--- config.mk ---
export PLATFORM = sky130hd
export DESIGN_NAME = fft_bitrev_buf
export DESIGN_NICKNAME = d
export VERILOG_FILES = /design/src/rtl/fft_pkg.sv /design/src/rtl/fft_dpram.sv /design/src/rtl/fft_bitrev_buf.sv
export SDC_FILE = /design/constraint.sdc
export NUM_CORES = 2
export LEC_CHECK = 0
export CELL_PAD_IN_SITES_DETAIL_PLACEMENT = 0
export CELL_PAD_IN_SITES_GLOBAL_PLACEMENT = 1
export CORE_MARGIN = 5
export CORE_UTILIZATION = 45
export CTS_CLUSTER_DIAMETER = 100
export DETAILED_ROUTE_END_ITERATION = 16
export MAX_ROUTING_LAYER = met4
export PLACE_DENSITY = 0.66
export SYNTH_ARGS = -nofsm -noshare
export SYNTH_HDL_FRONTEND = slang
export SYNTH_SLANG_ARGS = --single-unit
--- constraint.sdc ---
create_clock -name clk -period 6.8 [get_ports clk]
set_clock_uncertainty 0.1 [all_clocks]
set_input_delay 1.36 -clock clk [delete_from_list [all_inputs] [get_ports clk]]
set_output_delay 1.36 -clock clk [all_outputs]
set_load 0.1 [all_outputs]
--- src/rtl/fft_pkg.sv ---
// Shared FFT package: default sizing, read-side state encoding and the
// bit-reversal helper used by every radix-2 stage.
package fft_pkg;

  localparam int DEF_WIDTH = 16;
  localparam int DEF_N     = 6;
  localparam int MAX_N     = 16;

  typedef enum logic {
    RD_IDLE,
    RD_READ
  } rd_state_t;

  // Reverses the low n bits of x; bits above n come back as zero.
  function automatic logic [MAX_N-1:0] bitrev(input logic [MAX_N-1:0] x, input int n);
    logic [MAX_N-1:0] r;
    logic [MAX_N-1:0] v;
    r = '0;
    v = x;
    for (int i = 0; i < MAX_N; i++) begin
      if (i < n) begin
        r = {r[MAX_N-2:0], v[0]};
        v = v >> 1;
      end
    end
    return r;
  endfunction

endpackage

--- src/rtl/fft_dpram.sv ---
// Simple dual-port RAM: one write port, one read port with a registered
// output (one cycle read latency).
module fft_dpram #(
  parameter int AW = 7,
  parameter int DW = 32
) (
  input  logic          clk,
  input  logic          we,
  input  logic [AW-1:0] waddr,
  input  logic [DW-1:0] wdata,
  input  logic          re,
  input  logic [AW-1:0] raddr,
  output logic [DW-1:0] rdata
);

  logic [DW-1:0] mem [2**AW];

  // NOTE: the array and its read register have no reset so the tools can map
  // them onto a block RAM; the control logic never reads an unwritten word.
  always_ff @(posedge clk) begin
    if (we) mem[waddr] <= wdata;
    if (re) rdata <= mem[raddr];
  end

endmodule

--- src/rtl/fft_bitrev_buf.sv ---
// Output reorder buffer after the last radix-2 stage: writes the bit-reversed
// stream into ping-pong banks and re-emits each frame in natural order.
module fft_bitrev_buf
  import fft_pkg::*;
#(
  parameter int width = DEF_WIDTH,
  parameter int N     = DEF_N
) (
  input  logic                    clk,
  input  logic                    areset,
  input  logic                    en_in,
  input  logic [N-1:0]            cnt_in,
  input  logic signed [width-1:0] xin_re,
  input  logic signed [width-1:0] xin_im,
  output logic                    en_out,
  output logic [N-1:0]            cnt_out,
  output logic signed [width-1:0] yout_re,
  output logic signed [width-1:0] yout_im,
  output logic                    err
);

  localparam int AW = N + 1;
  localparam int DW = 2 * width;

  rd_state_t      state, state_nxt;
  logic           wr_bank, rd_bank;
  logic [1:0]     full, full_nxt;
  logic [N-1:0]   exp_cnt, rd_cnt, rd_idx, wr_off;
  logic           frame_done, other_ready, rd_en, rd_last, rd_vld;
  logic [DW-1:0]  rd_data;

  assign frame_done = en_in && (cnt_in == '1);
  assign wr_off     = N'(bitrev(MAX_N'(cnt_in), N));

  fft_dpram #(.AW(AW), .DW(DW)) u_ram (
    .clk   (clk),
    .we    (en_in),
    .waddr ({wr_bank, wr_off}),
    .wdata ({xin_re, xin_im}),
    .re    (rd_en),
    .raddr ({rd_bank, rd_cnt}),
    .rdata (rd_data)
  );

  // Write side: bank select and index-sequence supervision.
  // NOTE: state registers use non-blocking assignments so every flop samples
  // pre-edge values regardless of block ordering.
  always_ff @(posedge clk) begin
    if (areset) begin
      wr_bank <= 1'b0;
      exp_cnt <= '0;
      err     <= 1'b0;
    end else if (en_in) begin
      exp_cnt <= cnt_in + 1'b1;
      if (cnt_in != exp_cnt) err <= 1'b1;
      if (frame_done) wr_bank <= ~wr_bank;
    end
  end

  // IDLE issues offset 0 itself, so the first sample is fetched the cycle
  // after the frame closes and READ covers offsets 1..2^N-1.
  // NOTE: every output of this block gets a default first so no latch is
  // inferred on paths that do not assign it.
  always_comb begin
    state_nxt   = state;
    rd_en       = 1'b0;
    rd_last     = 1'b0;
    other_ready = full[~rd_bank] || (frame_done && (wr_bank != rd_bank));
    case (state)
      RD_IDLE: begin
        if (full[rd_bank]) begin
          rd_en     = 1'b1;
          state_nxt = RD_READ;
        end
      end
      RD_READ: begin
        rd_en = 1'b1;
        if (rd_cnt == '1) begin
          rd_last   = 1'b1;
          state_nxt = other_ready ? RD_READ : RD_IDLE;
        end
      end
      default: state_nxt = RD_IDLE;
    endcase
  end

  // Set and clear always hit different banks, so both apply.
  always_comb begin
    full_nxt = full;
    if (frame_done) full_nxt[wr_bank] = 1'b1;
    if (rd_last)    full_nxt[rd_bank] = 1'b0;
  end

  always_ff @(posedge clk) begin
    if (areset) state <= RD_IDLE;
    else        state <= state_nxt;
  end

  always_ff @(posedge clk) begin
    if (areset) begin
      full    <= 2'b00;
      rd_bank <= 1'b0;
      rd_cnt  <= '0;
      rd_vld  <= 1'b0;
      rd_idx  <= '0;
    end else begin
      full   <= full_nxt;
      rd_vld <= rd_en;
      if (rd_en) begin
        rd_cnt <= rd_cnt + 1'b1;
        rd_idx <= rd_cnt;
      end
      if (rd_last) rd_bank <= ~rd_bank;
    end
  end

  // Output register: holds the last sample while en_out is low.
  always_ff @(posedge clk) begin
    if (areset) begin
      en_out  <= 1'b0;
      cnt_out <= '0;
      yout_re <= '0;
      yout_im <= '0;
    end else begin
      en_out <= rd_vld;
      if (rd_vld) begin
        cnt_out <= rd_idx;
        yout_re <= rd_data[DW-1:width];
        yout_im <= rd_data[width-1:0];
      end
    end
  end

endmodule

==> impl_metrics.json <==
{
  "status": "finished, violations left",
  "violations": "max-capacitance violations, max-slew violations",
  "cpPeakStageDelay_ns": 1.01,
  "grt_pass1_wl_mm": 641,
  "endpoint_kind": "register",
  "slowest_stage": "a2111oi_0",
  "cts_tree": "built",
  "vdd_ir_drop_max_mv": 0.247,
  "postLayoutCellArea_mm2": 0.182,
  "wl_mm": 465,
  "drive_gt1_share_pct": 21.8,
  "grt_max_degree": 129,
  "synth_seq_area_share_pct": 77.8,
  "first_iter_violations": 11100,
  "fp.dieArea_mm2": 0.370,
  "synth_edf_count": 4128,
  "final_cell_mix": "edfxtp_1 (4,128), mux2i_1 (858), mux4_2 (716)",
  "rows": 219,
  "gp_congestion": 0.894,
  "start_util_pct": 45.2,
  "clkLatencyLatePin_ns": 1.00,
  "synth_cells": 7647,
  "utilization_pct": 51.2,
  "critPathTopFamily": "compound AO/OA/AOI/OAI gates",
  "tightestPinTransition_ns": 1.60,
  "clock-sinks": 4192,
  "clock_path_buffers": 4,
  "hold_viol_final": 0,
  "fin_crit_ns": 5.00,
  "multiInputGateArea_mm2": 0.0343,
  "fin_nets": 8015,
  "post-route-drc-count": 0,
  "path_cells": "buf_4 > buf_4 > mux4_2 > a22o_1 > a2111oi_0 > a211oi_1 > buf_4 > nor3_1 > a21oi_1",
  "maxSlewHeadroom_pct": -7.13,
  "maxCapViolCount": 1,
  "cp_data_arrival_time_ns": 5.59,
  "synth_cell_type_count": 57,
  "cts_resized": 0,
  "worstPathRequired_ns": 7.39,
  "grtUsageTotal_pct": 25.4,
  "root_buffer": "clkbuf_16",
  "htree_levels": 5,
  "vias_per_cell": 6.15,
  "place_worst_setup_slack_ns": 1.57,
  "antenna_found_initial": 42,
  "layout_commonest_cell": "edfxtp_1",
  "final.setup.tns_ns": 0,
  "drtPass1Iterations": 5,
  "maxSlewViolCount": 2,
  "start_kind": "register",
  "path_clk_slew_ns": 0.06,
  "worstSetupPathType": "reg2reg",
  "cp.buffers_inverters": 3,
  "syn-num-nets": 7690,
  "synth_seq_cells": 4192,
  "power_density_mw_per_mm2": 288,
  "postCtsHoldBufs": 0,
  "fill_cells": 28100,
  "syn-cell-area_mm2": 0.161,
  "cpMostUsedCell": "buf_4",
  "cts_made_buffers": 426,
  "die_y_um": 608,
  "first_global_vias": 78400,
  "place_area_mm2": 0.169,
  "post-cts-setup-buffers": 0,
  "portBuffers": 80,
  "p_total_mw": 52.4,
  "post_drt_wl_per_cell_um": 35.5,
  "path_max_fanout": 35,
  "grt-ovfl-total": 0,
  "fmax_mhz": 200,
  "min_path_type": "reg2reg",
  "area_growth_pct": 13.2,
  "async_reset_ff_share_pct": 0,
  "leakagePower_nw": 53.7,
  "seqCellArea_mm2": 0.125,
  "finalSetupViolCount": 0,
  "rsz0062_at_grt": "no",
  "core_mm2": 0.356,
  "pin_count": 81,
  "dp_hpwl_mm": 280,
  "fin_ws_ns": 1.80,
  "antenna_left": 0,
  "timing.final.crit_share_pct": 73.5,
  "yosys_warnings": 0,
  "synth_area_per_cell_um2": 21.1,
  "synth_flop_cell": "edfxtp_1",
  "via_count": 80600,
  "die_w_um": 608
}
==> path summary, 6_finish.rpt <==
| kind | slack [ns] | cells after the start | from | endpoint |
|---|---|---|---|---|
| min | 0.35 | 2 | rd_idx[2] | rd_idx[2] |
| max reg2reg | 1.80 | 9 | rd_cnt[0] | u_ram.rdata[20] |
| min reg2reg | 0.35 | 2 | rd_idx[2] | rd_idx[2] |
| max | 1.80 | 9 | rd_cnt[0] | u_ram.rdata[20] |
==> layer usage <==
layer	routed length, um	share of wire (%)	global-route usage (%)	up-vias
met4	17400	3.7	8.08	0
met3	40900	8.8	4.81	679
met1	186000	40	34.7	43400
met5	0	0	-	-
met2	221000	48	39.0	3914
li1	-	-	-	32600
==> sequential cells by signal, indices dropped and copies added, names as in the netlist <==
signal	flops
u_ram.mem	4096
u_ram.rdata	32
yout_im	16
yout_re	16
cnt_out	6
exp_cnt	6
rd_cnt	6
rd_idx	6
full	2
en_out	1
err	1
rd_bank	1
rd_vld	1
state	1
wr_bank	1
==> cell usage after synthesis (3+ instances only) <==
library cell     n  area (um^2)
nor2_1         263          987
a32oi_1          5         43.8
edfxtp_1      4128       124000
or3_1            3         18.8
a311oi_1        26          228
buf_6           44          495
nand3b_1         4         30.0
nor4_1          11         68.8
nor3_1          24          120
o31a_1          11         96.3
mux4_2         716        16100
o32a_1           7         70.1
inv_1            4         15.0
nand2_1        198          743
a211o_1          5         43.8
xnor2_1          8         70.1
a211oi_1        66          495
a221oi_1        20          175
nand2b_1         7         43.8
mux2i_1        858         8590
a21oi_1        163          816
a41oi_1         11         96.3
a22oi_1         95          713
a31oi_1         59          369
a22o_1          47          412
o22ai_1        106          663
nand4_1          5         31.3
buf_1           19         71.3
a2111oi_0       31          272
xor2_1           7         61.3
or2_2            4         25.0
buf_2          162          811
clkbuf_1       126          473
nor2b_1         23          144
and3_1           7         43.8
o221ai_1        31          272
o31ai_1         14          105
buf_4           96          721
nand3_1         20          100
a221o_1          5         50.1
dfxtp_1         64         1280
mux2_2          41          462
o21ai_0         84          420
==> area by class of cell <==
type                    instances  area share (%)
diodes                         14          0.0192
clock buffers                 528            6.13
flip-flops and latches       4192            68.7
well taps                    4751            3.26
inverters                       5          0.0117
repair buffers                345            1.67
multi-input cells            3002            18.8
clock inverters               256            1.33
==> through the flow <==
step | hold slack [ns] | instances
after floorplan | 0.332 | 7647
after global placement | 0.348 | 12300
after detailed placement | 0.346 | 12300
after CTS | 0.353 | 13100
after global routing | 0.367 | 13100
final | 0.353 | 13100
==> logic make-up (layout without fill, tap and decap cells) <==
kind of cell | count (synthesis) | count (layout) | synth area share (%)
xor+xnor | 15 | 15 | 0.0816
simple gates | 576 | 576 | 1.50
buf+inv | 453 | 1134 | 1.61
flops | 4192 | 4192 | 77.8
mux | 1615 | 1615 | 15.6
compound gates | 794 | 794 | 3.36
other cells | 0 | 14 | 0
fa+ha+maj | 2 | 2 | 0.0155
==> power by group <==
part / internal, mW / switching, mW / total [mW]
sequential: 28.5 / 0.0309 / 28.5
combinational: 0.191 / 0.863 / 1.05
clock: 13.0 / 9.89 / 22.9
total: 41.7 / 10.8 / 52.4
==> worst reg2reg max path: cells and delay by family (launching register included) <==
family / cells / cell delay (ns)
buffers and inverters: 3 / 1.50
AOI/OAI and AO/OA: 4 / 1.45
DFF: 1 / 0.81
muxes: 1 / 0.68
and+or+nand+nor: 1 / 0.16
(Power assumes the default switching activity.)
